## src/rtl/memory_bus_arbiter_pkg.sv

```systemverilog
// Shared types and constants for the two-master memory bus arbiter.
package memory_bus_arbiter_pkg;

    typedef enum logic [1:0] {
        IDLE     = 2'd0,
        ISSUE    = 2'd1,
        COMPLETE = 2'd2
    } arb_state_t;

    localparam logic MASTER_0 = 1'b0;
    localparam logic MASTER_1 = 1'b1;

    typedef struct packed {
        logic [31:0] address;
        logic [31:0] write_data;
        logic [3:0]  byte_enable;
        logic        write;
    } bus_req_t;

    function automatic logic other_master(input logic idx);
        return ~idx;
    endfunction

endpackage

```

## src/rtl/memory_bus_arbiter_if.sv

```systemverilog
// Request/response signals of both masters plus the shared memory bus.
interface memory_bus_arbiter_if;

    logic        m0_req;
    logic [31:0] m0_address;
    logic [31:0] m0_write_data;
    logic [3:0]  m0_byte_enable;
    logic        m0_write;
    logic        m0_ready;
    logic [31:0] m0_read_data;

    logic        m1_req;
    logic [31:0] m1_address;
    logic [31:0] m1_write_data;
    logic [3:0]  m1_byte_enable;
    logic        m1_write;
    logic        m1_ready;
    logic [31:0] m1_read_data;

    logic [31:0] bus_address;
    logic [31:0] bus_write_data;
    logic [3:0]  bus_byte_enable;
    logic        bus_read_enable;
    logic        bus_write_enable;
    logic [31:0] bus_read_data;

    // Environment view: requesters and the memory behind the bus.
    modport master (
        output m0_req, m0_address, m0_write_data, m0_byte_enable, m0_write,
        input  m0_ready, m0_read_data,
        output m1_req, m1_address, m1_write_data, m1_byte_enable, m1_write,
        input  m1_ready, m1_read_data,
        input  bus_address, bus_write_data, bus_byte_enable,
        input  bus_read_enable, bus_write_enable,
        output bus_read_data
    );

    // Arbiter view.
    modport slave (
        input  m0_req, m0_address, m0_write_data, m0_byte_enable, m0_write,
        output m0_ready, m0_read_data,
        input  m1_req, m1_address, m1_write_data, m1_byte_enable, m1_write,
        output m1_ready, m1_read_data,
        output bus_address, bus_write_data, bus_byte_enable,
        output bus_read_enable, bus_write_enable,
        input  bus_read_data
    );

endinterface

```

## src/rtl/memory_bus_arbiter_arb_rr_pick.sv

```systemverilog
// Combinational winner select for two requesters, round-robin or fixed priority.
// Zero latency; no backpressure, the caller decides when the pick is consumed.
module arb_rr_pick
    import memory_bus_arbiter_pkg::*;
#(
    parameter bit FAIR = 1'b1
) (
    input  logic [1:0] req,
    input  logic       last,
    output logic       winner,
    output logic       valid
);

    always_comb begin
        valid  = |req;
        winner = MASTER_0;
        if (&req) begin
            winner = FAIR ? other_master(last) : MASTER_0;
        end else if (req[1]) begin
            winner = MASTER_1;
        end
    end

endmodule

```

## src/rtl/memory_bus_arbiter.sv

```systemverilog
// Two-master memory bus arbiter: grant in IDLE, one bus cycle in ISSUE, ready 3 cycles after grant.
// Requesters hold req until their ready pulse; at most one bus transaction per 3 cycles.
module memory_bus_arbiter
    import memory_bus_arbiter_pkg::*;
#(
    parameter bit FAIR = 1'b1
) (
    input  logic                 clock,
    input  logic                 reset,
    memory_bus_arbiter_if.slave  bus_if
);

    logic [1:0]          req;
    bus_req_t [1:0]      m_req;
    bus_req_t            win_req;
    logic                pick_idx;
    logic                pick_vld;

    arb_state_t          state;
    bus_req_t            lat;
    logic                lat_idx;
    logic                last_grant;
    logic                rd_en_q;
    logic                wr_en_q;
    logic [1:0]          ready_q;
    logic [1:0][31:0]    read_data_q;

    assign req      = {bus_if.m1_req, bus_if.m0_req};
    assign m_req[0] = {bus_if.m0_address, bus_if.m0_write_data,
                       bus_if.m0_byte_enable, bus_if.m0_write};
    assign m_req[1] = {bus_if.m1_address, bus_if.m1_write_data,
                       bus_if.m1_byte_enable, bus_if.m1_write};
    assign win_req  = m_req[pick_idx];

    arb_rr_pick #(
        .FAIR (FAIR)
    ) u_pick (
        .req    (req),
        .last   (last_grant),
        .winner (pick_idx),
        .valid  (pick_vld)
    );

    // Enables and ready are registered pulses; everything else holds between grants.
    always_ff @(posedge clock or posedge reset) begin
        if (reset) begin
            state       <= IDLE;
            lat         <= '0;
            lat_idx     <= MASTER_0;
            last_grant  <= MASTER_1;
            rd_en_q     <= 1'b0;
            wr_en_q     <= 1'b0;
            ready_q     <= '0;
            read_data_q <= '0;
        end else begin
            rd_en_q <= 1'b0;
            wr_en_q <= 1'b0;
            ready_q <= '0;
            case (state)
                IDLE: begin
                    if (pick_vld) begin
                        lat        <= win_req;
                        lat_idx    <= pick_idx;
                        last_grant <= pick_idx;
                        rd_en_q    <= !win_req.write;
                        wr_en_q    <= win_req.write;
                        state      <= ISSUE;
                    end
                end
                ISSUE: begin
                    state <= COMPLETE;
                end
                COMPLETE: begin
                    if (!lat.write) begin
                        read_data_q[lat_idx] <= bus_if.bus_read_data;
                    end
                    ready_q[lat_idx] <= 1'b1;
                    state            <= IDLE;
                end
                default: begin
                    state <= IDLE;
                end
            endcase
        end
    end

    assign bus_if.bus_address      = lat.address;
    assign bus_if.bus_write_data   = lat.write_data;
    assign bus_if.bus_byte_enable  = lat.byte_enable;
    assign bus_if.bus_read_enable  = rd_en_q;
    assign bus_if.bus_write_enable = wr_en_q;

    assign bus_if.m0_ready     = ready_q[0];
    assign bus_if.m1_ready     = ready_q[1];
    assign bus_if.m0_read_data = read_data_q[0];
    assign bus_if.m1_read_data = read_data_q[1];

endmodule

```

## src/flat_wrapper.sv

```systemverilog
// flat-port wrapper written by rule: the top's interface ports become plain ports
module memory_bus_arbiter_flat import memory_bus_arbiter_pkg::*;
#(
    parameter bit FAIR = 1'b1
)
  (clock, reset, bus_if_m0_req, bus_if_m0_address, bus_if_m0_write_data, bus_if_m0_byte_enable, bus_if_m0_write, bus_if_m0_ready, bus_if_m0_read_data, bus_if_m1_req, bus_if_m1_address, bus_if_m1_write_data, bus_if_m1_byte_enable, bus_if_m1_write, bus_if_m1_ready, bus_if_m1_read_data, bus_if_bus_address, bus_if_bus_write_data, bus_if_bus_byte_enable, bus_if_bus_read_enable, bus_if_bus_write_enable, bus_if_bus_read_data);
  memory_bus_arbiter_if bus_if_i ();
  input  logic clock;
  input  logic reset;
  input wire logic [$bits(bus_if_i.m0_req)-1:0] bus_if_m0_req;
  input wire logic [$bits(bus_if_i.m0_address)-1:0] bus_if_m0_address;
  input wire logic [$bits(bus_if_i.m0_write_data)-1:0] bus_if_m0_write_data;
  input wire logic [$bits(bus_if_i.m0_byte_enable)-1:0] bus_if_m0_byte_enable;
  input wire logic [$bits(bus_if_i.m0_write)-1:0] bus_if_m0_write;
  output wire logic [$bits(bus_if_i.m0_ready)-1:0] bus_if_m0_ready;
  output wire logic [$bits(bus_if_i.m0_read_data)-1:0] bus_if_m0_read_data;
  input wire logic [$bits(bus_if_i.m1_req)-1:0] bus_if_m1_req;
  input wire logic [$bits(bus_if_i.m1_address)-1:0] bus_if_m1_address;
  input wire logic [$bits(bus_if_i.m1_write_data)-1:0] bus_if_m1_write_data;
  input wire logic [$bits(bus_if_i.m1_byte_enable)-1:0] bus_if_m1_byte_enable;
  input wire logic [$bits(bus_if_i.m1_write)-1:0] bus_if_m1_write;
  output wire logic [$bits(bus_if_i.m1_ready)-1:0] bus_if_m1_ready;
  output wire logic [$bits(bus_if_i.m1_read_data)-1:0] bus_if_m1_read_data;
  output wire logic [$bits(bus_if_i.bus_address)-1:0] bus_if_bus_address;
  output wire logic [$bits(bus_if_i.bus_write_data)-1:0] bus_if_bus_write_data;
  output wire logic [$bits(bus_if_i.bus_byte_enable)-1:0] bus_if_bus_byte_enable;
  output wire logic [$bits(bus_if_i.bus_read_enable)-1:0] bus_if_bus_read_enable;
  output wire logic [$bits(bus_if_i.bus_write_enable)-1:0] bus_if_bus_write_enable;
  input wire logic [$bits(bus_if_i.bus_read_data)-1:0] bus_if_bus_read_data;
  assign bus_if_i.m0_req = bus_if_m0_req;
  assign bus_if_i.m0_address = bus_if_m0_address;
  assign bus_if_i.m0_write_data = bus_if_m0_write_data;
  assign bus_if_i.m0_byte_enable = bus_if_m0_byte_enable;
  assign bus_if_i.m0_write = bus_if_m0_write;
  assign bus_if_m0_ready = bus_if_i.m0_ready;
  assign bus_if_m0_read_data = bus_if_i.m0_read_data;
  assign bus_if_i.m1_req = bus_if_m1_req;
  assign bus_if_i.m1_address = bus_if_m1_address;
  assign bus_if_i.m1_write_data = bus_if_m1_write_data;
  assign bus_if_i.m1_byte_enable = bus_if_m1_byte_enable;
  assign bus_if_i.m1_write = bus_if_m1_write;
  assign bus_if_m1_ready = bus_if_i.m1_ready;
  assign bus_if_m1_read_data = bus_if_i.m1_read_data;
  assign bus_if_bus_address = bus_if_i.bus_address;
  assign bus_if_bus_write_data = bus_if_i.bus_write_data;
  assign bus_if_bus_byte_enable = bus_if_i.bus_byte_enable;
  assign bus_if_bus_read_enable = bus_if_i.bus_read_enable;
  assign bus_if_bus_write_enable = bus_if_i.bus_write_enable;
  assign bus_if_i.bus_read_data = bus_if_bus_read_data;
  memory_bus_arbiter #(.FAIR(FAIR)) u_core (.clock(clock), .reset(reset), .bus_if(bus_if_i));
endmodule
```

## config.mk

```make
export PLATFORM = sky130hd
export DESIGN_NAME = memory_bus_arbiter_flat
export DESIGN_NICKNAME = d
export VERILOG_FILES = /design/src/rtl/memory_bus_arbiter_pkg.sv /design/src/rtl/memory_bus_arbiter_if.sv /design/src/rtl/memory_bus_arbiter_arb_rr_pick.sv /design/src/rtl/memory_bus_arbiter.sv /design/src/flat_wrapper.sv
export SDC_FILE = /design/constraint.sdc
export NUM_CORES = 1
export LEC_CHECK = 0
export ABC_CLOCK_PERIOD_IN_PS = 12490
export CAP_MARGIN = 40
export CORE_MARGIN = 3
export CORE_UTILIZATION = 40
export CTS_BUF_LIST = sky130_fd_sc_hd__clkbuf_4 sky130_fd_sc_hd__clkbuf_8
export DETAILED_ROUTE_END_ITERATION = 12
export PLACE_DENSITY = 0.78
export SYNTH_ARGS = -nofsm -noshare
export SYNTH_HDL_FRONTEND = slang
export SYNTH_SLANG_ARGS = --single-unit
```

## constraint.sdc

```tcl
create_clock -name clock -period 12.49 [get_ports clock]
set_input_delay 2.498 -clock clock [delete_from_list [all_inputs] [get_ports clock]]
set_output_delay 2.498 -clock clock [all_outputs]
set_load 0.01 [all_outputs]
```

==> summary.md <==
| Metric | Value |
|---|---|
| Setup violations, final | `0` |
| Hold crit path type | `reg2reg` |
| Worst-path clk slew | `about 0.08 ns` |
| Antenna-violating nets left | `0` |
| Vias | `4349` |
| TritonCTS clock tree | `yes` |
| Port buffer count | `309` |
| WL/cell | `between 15 and 20 um` |
| DR vias/cell | `4.71` |
| Post-Syn Instances | `450` |
| Die area | `18100 sq um` |
| Cells on Worst Hold Path | `1` |
| Clock sink count | `141` |
| Post-route setup slack | `8.37 ns` |
| Yosys warns | `0` |
| Pin count of the biggest net entering global routing | `64` |
| # hold bufs at CTS | `0` |
| Syn_area_per_cell | `~15 sq um` |
| Core area | `16100 sq um` |
| Drt total wl | `between 15 and 20 mm` |
| Die W | `135 um` |
| TritonCTS buffer count | `17` |
| Startpoint types | `primary input` |
| RSZ-0062 raised after global routing | `no` |
| Pwr per Cell Area | `231 nW/um^2` |
| R2R Setup Slk | `10.40 ns` |
| First-pass GRT wire length | `approximately 26 mm` |
| Top cells by area, synth | `dfrtp_1 53%, mux2_2 31%, buf_4 7.7%` |
| Cell Area, Synth | `6620 sq um` |
| Clk_skew | `0.0111 ns` |
| Crit share post-route | `0.330` |
| Status | `completed` |
| Fin crit period | `4.12 ns` |
| Post-synth top area share | `0.529` |
| Final Net Count | `868` |
| Placer Congestion | `0.779` |
| Syn_nets | `624` |
| Diode count | `0` |
| Max-slew violations | `0` |
| Worst r2r src | `u_core.last_grant$_DFFE_PP1P_` |
| Io pins | `a little over 300` |
| Setup Slack @ Placement | `approximately 7.9 ns` |
| GRT Total Usage | `0.184` |
| Unique cell type count in the Yosys netlist | `20` |
| Seq/Total Area, Yosys | `0.533` |
| Overall die height | `between 100 and 150 um` |
| Sum of negative setup slack | `0 ns` |
| H-tree depth | `4` |
| Slew @ Worst Pin | `0.683 ns` |
| PostCTS Resize Cnt | `0` |
| Worst skew pair latency | `0.44 ns` |
| Critical path class | `in2reg` |
| Layout area overhead | `48.9%` |
| # rows | `46` |
| Maximum fanout along the worst path | `45` |
| Hold path endpoint | `u_core.bus_if.m0_read_data[20]$_DFFE_PP0P_` |
| Most area-hungry cell type in the Yosys netlist | `dfrtp_1` |
| Root Driver | `clkbuf_8` |
| DRC viols | `0` |
| FF-to-FF End | `u_core.bus_if.bus_address[16]$_DFFE_PP0P_` |
| Initial antenna violation count | `0` |
| Final core occ | `0.614` |
| Initial core utilization | `0.412` |
| Max_cap viols | `0` |
| Layout cells sized above 1 | `0.342` |
| Max Freq | `243 MHz` |
| Lkg Pwr | `4.06 nW` |
| Detailed Route Iter0 Violations | `76` |
| Hold Fails Final Rpt | `0` |
| Slew Limit Headroom | `0.545` |
| Cell count after placement | `891` |
| HPWL after detailed placement | `12.8 mm` |
| Maximum VDD drop | `0.159 mV` |
| Crit path launch | `bus_if_m0_req` |
| WP data required | `12.81 ns` |
| Min-delay src | `u_core.bus_if.m0_read_data[20]$_DFFE_PP0P_` |
| CP Capture Type | `flop` |
| Most common cell after layout, fill and taps aside | `clkdlybuf4s50_1` |
| Post-Layout Cell Count | `roughly 900` |
| Max clock buf depth | `2` |
| CP arrival | `approximately 4.4 ns` |
| Post-CTS Setup Repair Bufs | `0` |
| Total gr overflow | `0` |
| Vias in the first global route | `4898` |
| First-pass iteration count of the detailed router | `3` |
| Register bit total from synthesis | `141` |
| Cells on worst reg2reg path | `4` |
| Leading cell types in the layout, fill and taps excluded | `309 x clkdlybuf4s50_1, 180 x mux2_2, 140 x dfrtp_1` |
synthesized netlist by cell type (all sizes together):
| master | instances |
|---|---|
| a21bo | 1 |
| a21boi | 1 |
| and2 | 2 |
| and3b | 1 |
| buf | 89 |
| clkbuf | 2 |
| dfrtp | 140 |
| dfstp | 1 |
| inv | 2 |
| mux2 | 202 |
| mux2i | 2 |
| nand2b | 1 |
| nor2 | 2 |
| nor2b | 2 |
| nor3 | 2 |
logic make-up (layout without fill, tap and decap cells):
logic type      after synthesis  in the layout  synth area share
flops                       141            141             0.533
buf+inv                      93            350            0.0981
simple gates                 10             10           0.00945
compound gates                2              2           0.00265
mux                         204            204             0.357
area by class of cell:
class                           instances  area (sq um)
Clock buffer                           19           255
Clock inverter                         13           155
Fill cell                            1227          6200
Inverter                                2          12.5
Multi-Input combinational cell        216          2460
Sequential cell                       141          3530
Tap cell                              216           270
Timing Repair Buffer                  316          3180
state kept, by name (all words and copies together) (netlist names), 2 cells and up:
name,flops
u_core.bus_if.bus_address,32
u_core.bus_if.bus_write_data,32
u_core.bus_if.m0_read_data,32
u_core.bus_if.m1_read_data,32
u_core.bus_if.bus_byte_enable,4
u_core.ready_q,2
u_core.state,2
how the worst max path moves through the flow:
stage / slack [ns] / cells past startpoint / endpoint
final: 8.37 / 5 / u_core.bus_if.bus_address[16]$_DFFE_PP0P_
after global routing: 8.32 / 5 / u_core.bus_if.bus_write_data[0]$_DFFE_PP0P_
after CTS: 8.40 / 5 / u_core.bus_if.bus_address[16]$_DFFE_PP0P_
after detailed placement: 7.92 / 5 / u_core.bus_if.bus_address[16]$_DFFE_PP0P_
after global placement: 7.82 / 4 / u_core.bus_if.bus_address[29]$_DFFE_PP0P_
after floorplan: 6.21 / 1 / u_core.bus_if.bus_address[0]$_DFFE_PP0P_
through the flow:
stage	instance area [sq um]	total power [mW]	hold slack, ns
final	9860	2.28	0.486
after global routing	9860	2.41	0.511
after detailed placement	9450	1.92	0.475
after global placement	9400	1.88	0.468
after floorplan	6620	1.46	0.440
after CTS	9860	2.32	0.494
power breakdown:
group          switching [mW]  internal [mW]  total [mW]
clock                   0.188          0.190       0.378
combinational           0.395          0.692        1.09
sequential              0.124          0.688       0.811
worst max-delay path, stage by stage:
cell	delay, ns
clkdlybuf4s50_1	0.51
a21bo_4	0.44
buf_12	0.30
mux2_2	0.38
mux2_2	0.26
metal layers:
metal  GRT usage  part of all wire
met1       0.178              0.33
met2       0.334              0.53
met3      0.0972              0.12
met4      0.0662             0.022
met5           0                 0
Note: power is estimated with default switching activity, not from simulation.
==> edit 1, RTL diff (config.mk and constraints unchanged) <==
Reset style: synchronous (`reset`), changed in one clocked block.
--- a/src/rtl/memory_bus_arbiter.sv
+++ b/src/rtl/memory_bus_arbiter.sv
@@ -44,3 +44,3 @@
     // Enables and ready are registered pulses; everything else holds between grants.
-    always_ff @(posedge clock or posedge reset) begin
+    always_ff @(posedge clock) begin
         if (reset) begin
Function: differs if reset is asserted again (counterexample within 4 cycles, from zero or initial values and one cycle with reset high); with reset held inactive, the same outputs for 4 cycles.
==> edit 1 against the original RTL <==
Fmax down 3.2%. Sequential cell count unchanged. Die area down 6.9%. Area after synthesis down 7.2%. Cell area down 7.1%. Routed wire length up 23%. Utilization up 0.68 points. Global-route usage up 4.8 points. Worst setup slack worse by 0.14 ns.
Power is not compared: it rests on default switching activity, and its combinational part moved more than twofold at a synthesized area within 25%.
==> edit 1: results (changes against the original RTL) <==
slowest stage delay, CP 0.58 ns (+0.07 ns); main flop type after synthesis dfxtp_1; initial DRC count 296 (+290%); DRT Pass-1 Iters 4 (+1); Total Routed Length 20.6 mm (+23%); status finished clean; met2 routed WL 10.6 mm (+20%); initial antenna violation count 1 (+1); M1 WL 7.36 mm (+34%); Synth top cells by count nand2_1, dfxtp_1, a21oi_1, buf_4, a311oi_1; min Tclk post-route 4.26 ns (+0.138 ns); share of cells above drive strength 1 0.0603 (-0.282); skew final 0.00947 ns (-0.00160 ns); GR Util All Layers 0.232 (+0.0480); post-synthesis sequential area ratio 0.459 (-0.0736); Hold Path Depth 2 (+1); Post-Syn Nets 942 (+51%); Worst EP arrival 4.60 ns (+0.16 ns); Unique masters post-synth 25 (+25%); Met3 Wirelength 1.88 mm (-7.7%); CP max FO 53 (+18%); vias in the first global route 5783 (+18%); ranking of synthesized cells by area dfxtp_1, nand2_1, a21oi_1; RD Place Congestion 0.795 (+2.1%); GR Util met1 0.245 (+0.0672); Via density 5.22 (+11%); CP Capture Point u_core.bus_if.bus_read_enable; global-route track usage on met3 0.0999 (+0.00263); Final nets 1142 (+32%); r2r setup slk 10.02 ns (-0.38 ns); Hold Path End u_core.bus_if.m1_read_data[0]; Async SR Flop Fraction 0 (-1.00); global-route wire length before repair 30.3 mm (+18%); Worst R2R End u_core.bus_if.bus_address[17]
[edit 1: cell type report]
cell class,instances,area [µm²]
Sequential cell,141,2820
Multi-Input combinational cell,489,2540
Fill cell,1304,5590
Clock buffer,24,318
Tap cell,184,230
Timing Repair Buffer,319,3190
Antenna cell,1,2.50
Clock inverter,6,60.1
[edit 1: metrics by stage]
step,instance area [µm²],instances,util,hold WS (ns)
after floorplan,6140,768,-,0.481
after global placement,8750,1132,0.593,0.441
after detailed placement,8780,1133,0.595,0.446
after CTS,9160,1163,0.621,0.456
after global routing,9160,1164,0.621,0.471
final,9160,1164,0.621,0.455
[edit 1: logic make-up (layout without fill, tap and decap cells)]
logic type | count (synthesis) | after routing | share of synthesized area
compound gates | 208 | 208 | 0.225
buf+inv | 138 | 349 | 0.133
flops | 141 | 141 | 0.459
mux | 1 | 1 | 0.00163
other cells | 0 | 1 | 0
simple gates | 280 | 280 | 0.181
==> edit 2, RTL diff (same flow settings) <==
Made on the original files. `FAIR` is set to 1'b1 in 3 places; all go to 1'b0.
--- a/src/rtl/memory_bus_arbiter_arb_rr_pick.sv
+++ b/src/rtl/memory_bus_arbiter_arb_rr_pick.sv
@@ -5,3 +5,3 @@
 #(
-    parameter bit FAIR = 1'b1
+    parameter bit FAIR = 1'b0
 ) (
--- a/src/rtl/memory_bus_arbiter.sv
+++ b/src/rtl/memory_bus_arbiter.sv
@@ -5,3 +5,3 @@
 #(
-    parameter bit FAIR = 1'b1
+    parameter bit FAIR = 1'b0
 ) (
--- a/src/flat_wrapper.sv
+++ b/src/flat_wrapper.sv
@@ -3,3 +3,3 @@
 #(
-    parameter bit FAIR = 1'b1
+    parameter bit FAIR = 1'b0
 )
Formal check against the unedited RTL: not equivalent (a bounded check fails within 10 cycles, from zero or initial values and one cycle with reset high).
==> edit 2 against the original RTL <==
Routed wire length rose by 1.3%. Total power is 1.3% lower. Worst setup slack better by 0.10 ns. Cell area down 0.52%. Utilization decreased by 0.10 points. Area after synthesis down 0.72%. Sequential cell count down 1. Sequential share of layout area fell by 0.081 points. Via count decreased by 1.7%. Critical path type unchanged. Non-clock buffer count decreased by 2. Largest power group unchanged. Fmax up 2.5%. Register-to-register slack better by 0.17 ns.
==> edit 2: results (changes against the original RTL) <==
GR Util All Layers 0.187 (+0.00283); global-route wire length before repair 26.3 mm (+1.7%); DRT Pass-1 Iters 4 (+1); post-synthesis sequential area ratio 0.533 (about the same); vias in the first global route 4855 (-0.88%); r2r setup slk 10.57 ns (+0.17 ns); Worst R2R Start u_core.state[0]; slowest stage delay, CP 0.53 ns (+0.02 ns); hold_ws 0.458 ns (-0.0285 ns); Setup crit start bus_if_m0_req; Worst Min Path Start u_core.state[1]; DP HPWL 12.7 mm (-1.1%); Clk Latency, worst-skew pair 0.44 ns (about the same); status finished clean; Final nets 865 (-0.35%); Fmax 249 MHz (+2.5%); ranking of synthesized cells by area dfrtp_1, mux2_2, buf_4; CP max FO 59 (+31%); Hold Path End u_core.state[1]; Post-Syn Nets 622 (-0.32%); Worst Max-Slew Pin Slew 0.783 ns (+0.0995 ns); filler instances 1262 (+2.9%); Place WS 8.02 ns (+0.104 ns); M1 WL 6.21 mm (+13%); Pleak 4.04 nW (-0.41%); met2 routed WL 8.71 mm (-0.88%); Worst R2R End u_core.bus_if.bus_write_data[24]; Synth top cells by count mux2_2, dfrtp_1, buf_4, buf_2, mux2_4; Worst EP arrival 4.34 ns (-0.10 ns); CP Capture Point u_core.bus_if.bus_write_data[14]; initial DRC count 87 (+14%); via count 4277 (-1.7%); skew final 0.00968 ns (-0.00138 ns); largest net degree at the start of global routing 88 (+38%); Total Routed Length 16.9 mm (+1.3%); HP Class reg2reg; RD Place Congestion 0.747 (-4.0%)
==> edit 2: cell count changes in the layout (fill, tap and decap cells not counted), sizes merged, moves of 2 or more <==
| cell | unedited run | this run |
|---|---|---|
| clkinv | 2 | 4 |
| a21oi | 0 | 2 |
| inv | 8 | 5 |
| mux2 | 202 | 200 |
| buf | 7 | 5 |
==> edit 2: stage by stage <==
stage	cell area, µm²	std cells
2_1_floorplan	6570	448
4_1_cts	9810	920
6_report	9810	920
3_3_place_gp	9350	886
5_1_grt	9810	920
3_5_place_dp	9410	888
==> edit 2: where the power goes <==
part	switching (W)	leakage [nW]	internal (W)	total [W]
Clock	0.000180	0.193	0.000189	0.000369
Combinational	0.000393	2.18	0.000680	0.00107
Sequential	0.000123	1.67	0.000682	0.000805
Total	0.000695	4.04	0.00155	0.00225
==> edit 2: critical path: cells and delay by family <==
| kind | cells | cell delay [ns] |
|---|---|---|
| muxes | 2 | 0.64 |
| and+or+nand+nor | 1 | 0.31 |
| buffers and inverters | 2 | 0.83 |
==> edit 2: layout make-up <==
class / instances / area (µm²) / share of cell area
clock buffer: 20 / 263 / 0.0268
clock inverter: 12 / 139 / 0.0142
tap: 216 / 270 / 0.0276
multi-input combinational: 215 / 2450 / 0.249
timing repair buffer: 314 / 3170 / 0.323
inverter: 3 / 16.3 / 0.00166
sequential: 140 / 3500 / 0.357
==> edit 2: metal layers <==
metal,vias up,track usage
li1,1986,-
met1,2085,0.200
met2,194,0.332
met3,12,0.0836
met4,0,0.0583
met5,-,0
==> edit 2: cells by family after synthesis <==
group	Yosys count	synth area share
flops	140	0.533
buf+inv	93	0.0990
compound gates	3	0.00267
simple gates	10	0.00952
mux	202	0.356
